`src/rtl/portreq.sv`:
```
// Write-request queue presenting the head entry to an arbiter, with a starvation flag.
// Define PORTREQ_BYPASS_EN to let an empty queue present the incoming request combinationally.
module portreq #(
  parameter int unsigned a          = 9,
  parameter int unsigned w          = 128,
  parameter int unsigned DEPTH      = 4,
  parameter int unsigned STARVE_LIM = 15
) (
  input  logic                     clk,
  input  logic                     rst_n,
  input  logic                     in_valid,
  output logic                     in_ready,
  input  logic [a-1:0]             in_addr,
  input  logic [w-1:0]             in_data,
  input  logic                     flush,
  output logic                     csel,
  output logic [a-1:0]             addr,
  output logic [w-1:0]             data,
  input  logic                     grnt,
  output logic [$clog2(DEPTH):0]   count,
  output logic                     starved
);

  localparam int unsigned PW = $clog2(DEPTH);
  localparam int unsigned CW = PW + 1;

  logic [a+w-1:0] mem [DEPTH];
  logic [a+w-1:0] head;

  logic [PW-1:0] wr_ptr_q, wr_ptr_d;
  logic [PW-1:0] rd_ptr_q, rd_ptr_d;
  logic [CW-1:0] count_q, count_d;
  logic [7:0]    wait_q, wait_d;
  logic          active_q;

  logic full, q_valid, byp, push, pop;

  always_comb begin
    full     = (count_q == CW'(DEPTH));
    q_valid  = (count_q != '0);
    // active_q keeps in_ready low until the first edge after reset release
    in_ready = active_q & ~full & ~flush;
`ifdef PORTREQ_BYPASS_EN
    byp      = ~q_valid & in_valid & in_ready;
`else
    byp      = 1'b0;
`endif
    csel     = q_valid | byp;
    head     = mem[rd_ptr_q];
    if (q_valid) begin
      addr = head[a+w-1:w];
      data = head[w-1:0];
    end else if (byp) begin
      addr = in_addr;
      data = in_data;
    end else begin
      addr = '0;
      data = '0;
    end
    starved  = (wait_q >= 8'(STARVE_LIM));
  end

  always_comb begin
    pop      = q_valid & grnt & ~flush;
    // A bypassed request granted in the same cycle completes without being stored
    push     = in_valid & in_ready & ~(byp & grnt);
    wr_ptr_d = wr_ptr_q;
    rd_ptr_d = rd_ptr_q;
    count_d  = count_q;
    wait_d   = wait_q;
    if (flush) begin
      wr_ptr_d = '0;
      rd_ptr_d = '0;
      count_d  = '0;
      wait_d   = '0;
    end else begin
      if (push) wr_ptr_d = wr_ptr_q + PW'(1);
      if (pop)  rd_ptr_d = rd_ptr_q + PW'(1);
      if (push && !pop) begin
        count_d = count_q + CW'(1);
      end else if (pop && !push) begin
        count_d = count_q - CW'(1);
      end
      if (!csel || grnt) begin
        wait_d = '0;
      end else if (wait_q != 8'hff) begin
        wait_d = wait_q + 8'd1;
      end
    end
  end

  always_ff @(posedge clk or negedge rst_n) begin
    if (!rst_n) begin
      wr_ptr_q <= '0;
      rd_ptr_q <= '0;
      count_q  <= '0;
      wait_q   <= '0;
      active_q <= 1'b0;
    end else begin
      wr_ptr_q <= wr_ptr_d;
      rd_ptr_q <= rd_ptr_d;
      count_q  <= count_d;
      wait_q   <= wait_d;
      active_q <= 1'b1;
    end
  end

  always_ff @(posedge clk) begin
    if (push && !flush) mem[wr_ptr_q] <= {in_addr, in_data};
  end

  assign count = count_q;

endmodule

```
`config.mk`:
```
export PLATFORM = sky130hd
export DESIGN_NAME = portreq
export DESIGN_NICKNAME = d
export VERILOG_FILES = /design/src/rtl/portreq.sv
export SDC_FILE = /design/constraint.sdc
export NUM_CORES = 1
export LEC_CHECK = 0
export BUFFER_PORTS_ARGS = -buffer_cell sky130_fd_sc_hd__buf_2
export CAP_MARGIN = 5
export CORE_ASPECT_RATIO = 0.7
export CORE_MARGIN = 1
export CORE_UTILIZATION = 35
export CTS_BUF_LIST = sky130_fd_sc_hd__clkbuf_8
export CTS_CLUSTER_DIAMETER = 40
export DETAILED_ROUTE_END_ITERATION = 12
export GPL_ROUTABILITY_DRIVEN = 0
export PLACE_DENSITY = 0.51
export SLEW_MARGIN = 20
export SYNTH_ARGS = -nofsm -noshare
export SYNTH_HDL_FRONTEND = slang
export SYNTH_SLANG_ARGS = --single-unit
```
`constraint.sdc`:
```
create_clock -name clk -period 9.65 [get_ports clk]
set_input_delay 0.965 -clock clk [delete_from_list [all_inputs] [get_ports clk]]
set_output_delay 0.965 -clock clk [all_outputs]
set_load 0.05 [all_outputs]
```
==> flow_summary.json <==
{
  "cp.buffers_inverters": 3,
  "holdWs_ns": 0.2329,
  "rsz0062_at_grt": "false",
  "ctsHoldBuffers": 0,
  "path_class": "flip-flop to primary output",
  "worst_pin_slew_ns": 1.041,
  "cp.required_ns": 8.69,
  "synth_edf_count": 548,
  "ys_async_sr_fraction_pct": 2.837,
  "drive_gt1_share_pct": 39.97,
  "ys_ff_latch": 564,
  "max_stage_delay_ns": 0.80,
  "post_cts_buffers": 0,
  "drt.antenna.violating_nets": 0,
  "drc": 0,
  "antenna_found_initial": 16,
  "finClkSkew_ns": 0.02184,
  "dieArea_um2": 62890,
  "coreArea_um2": 60530,
  "cts_resized": 0,
  "cpMaxStageDelayCell": "buf_4",
  "vdd_drop_max_v": 0.0002120,
  "slew_violations": 0,
  "fmax_mhz": 205.7,
  "rr_worst_depth": 9,
  "most-common-layout-cells": "548 x edfxtp_1, 284 x buf_2, 137 x mux4_2, 137 x and2_1, 95 x clkbuf_8",
  "finalCritPeriodShare_pct": 50.37,
  "synth_top_area_share_pct": 75.99,
  "portBuffers": 284,
  "synth_flop_cell": "edfxtp_1",
  "cts_sinks": 564,
  "syn-instance-count": 973,
  "grt_max_degree": 81,
  "status": "completed",
  "synth_cell_types": 34,
  "avgSynthCellArea_um2": 22.26,
  "wirelength_um": 46290,
  "start_util_pct": 35.78,
  "grt_usage_pct": 14.75,
  "num_io_pins": 285,
  "cts_buffers": 93,
  "routed_via_density": 4.790,
  "netlist_area_um2": 21660,
  "cts_max_level": 3,
  "dp.final_hpwl_um": 26250,
  "cts_root_buffer": "clkbuf_8",
  "p_clk_share_pct": 24.8,
  "firstDrtPassIters": 5,
  "slew-limit-headroom_pct": 30.61,
  "yosysTopAreaCell": "edfxtp_1",
  "fin_crit_ns": 4.861,
  "p_switching_w": 0.003065,
  "cts.path.max_buffers": 3,
  "path_max_fanout": 40,
  "layout_commonest_cell": "edfxtp_1",
  "grt_pass1_vias": 11111,
  "nets": 1463,
  "clock_latency_ns": 0.67,
  "yosys_warnings": 0,
  "p_leak_nw": 8.747,
  "drv_cap": 0,
  "rows": 75,
  "die_y_um": 210.1,
  "grt_remaining_overflow": 0,
  "ys_seq_area_share_pct": 77.84,
  "routedWlPerCell_um": 21.03,
  "cp.depth": 5,
  "critPathArrivalTime_ns": 3.90,
  "synthTopCellsByArea": "edfxtp_1 76%, mux4_2 14%, and2_1 4.0%",
  "synth_nets": 1121,
  "synthToLayoutAreaGrowth_pct": 18.15,
  "critical_path.cell_chain": "buf_4 -> buf_4 -> mux4_2 -> and2_1 -> buf_2",
  "hold_path_class": "input port to asynchronous set/reset pin",
  "cts_tree": "yes",
  "startpoint_type": "flip-flop",
  "path_common_cell": "buf_4",
  "drtIter0Drc": 483,
  "power_density_nw_per_um2": 297.1,
  "die-width_um": 299.3,
  "crit_family": "buffers and inverters",
  "grt_pass1_wl_um": 69190,
  "p_comb_share_pct": 38.0,
  "tns_ns": 0,
  "switching_share_pct": 40.31,
  "setup_viol": 0,
  "seq_power_share_pct": 37.2,
  "path_clk_slew_ns": 0.06,
  "worst_setup_path_end_kind": "primary output",
  "intPower_w": 0.004538,
  "num_vias": 10543,
  "final_hold_viol_count": 0
}
==> state kept, by name, summed over array words and instances, names as in the netlist <==
| register | cells |
|---|---|
| count | 3 |
| rd_ptr_q | 2 |
| wr_ptr_q | 2 |
| wait_q | 8 |
| mem | 548 |
| active_q | 1 |
==> final timing paths <==
kind	from	end	slack, ns
max in group asynchronous	rst_n	rd_ptr_q[1]	9.09
worst min-delay path	rst_n	wait_q[4]	0.23
min in group clk	in_data[9]	mem[3][9]	0.51
worst min register to register	wait_q[1]	wait_q[1]	0.58
worst max register to register	count[0]	count[2]	6.23
worst max-delay path	rd_ptr_q[0]	data[64]	4.79
==> worst reg2reg max path: stages, from the launching register on <==
cell and delay (ns):
dfrtp_1 0.48, or3_4 0.65, buf_4 0.81, nand2_1 0.21
and3_1 0.24, fa_1 0.43, nand2_1 0.12, a21oi_1 0.04
o21ai_0 0.17, o2111a_1 0.20
==> metrics by stage <==
stage	worst slack (ns)	cell area, um^2	total power, W	instances	utilization (%)
finish	4.789	25590	0.007603	2201	42.27
global route	4.401	25570	0.007964	2196	42.25
CTS	4.569	25570	0.007751	2194	42.25
detailed placement	5.315	23900	0.005829	2028	39.49
global placement	5.315	23900	0.005826	2028	39.49
floorplan	3.665	21660	0.005151	973	-
==> kinds of logic (layout without fill, tap and decap cells) <==
group	count (synthesis)	in the layout	share of synthesized area (%)
flops	564	564	77.84
compound gates	20	20	0.6298
mux	139	139	14.34
other cells	1	8	0.01732
fa+ha+maj	6	6	0.3813
simple gates	180	180	4.923
buf+inv	56	469	1.589
xor+xnor	7	7	0.2831
==> cells in the mapped netlist (6+ instances only) <==
cell type and number:
dfrtp_1 16, mux4_2 137, nand2_1 10, buf_2 18, buf_6 14, a21oi_1 6
nor2_1 15, clkbuf_1 16, edfxtp_1 548, and2_1 137
==> routing by layer <==
metal  GRT usage [%]  share of wire (%)  vias to the layer above
met2           22.92                 47                      295
met1           19.31                 43                     5473
met4           4.697                2.2                       16
met3           5.339                7.2                       93
met5               0               0.22                        -
li1                -                  -                     4666
==> final cells by class <==
cell class,instances,area [um^2]
flip-flops and latches,564,16860
diodes,7,17.52
multi-input cells,353,4481
repair buffers,298,1526
fillers,5374,34940
inverters,5,18.77
clock buffers,95,1308
well taps,808,1011
clock inverters,71,361.6
==> power groups by stage <==
stage          clock network (W)  registers, W  logic [W]
6_report                 0.00189       0.00282    0.00289
5_1_grt                  0.00207       0.00284    0.00306
4_1_cts                  0.00197       0.00283    0.00295
3_5_place_dp                   0       0.00288    0.00295
3_3_place_gp                   0       0.00288    0.00295
2_1_floorplan                  0       0.00285    0.00230
No activity file was read; power rests on OpenSTA's default activity.
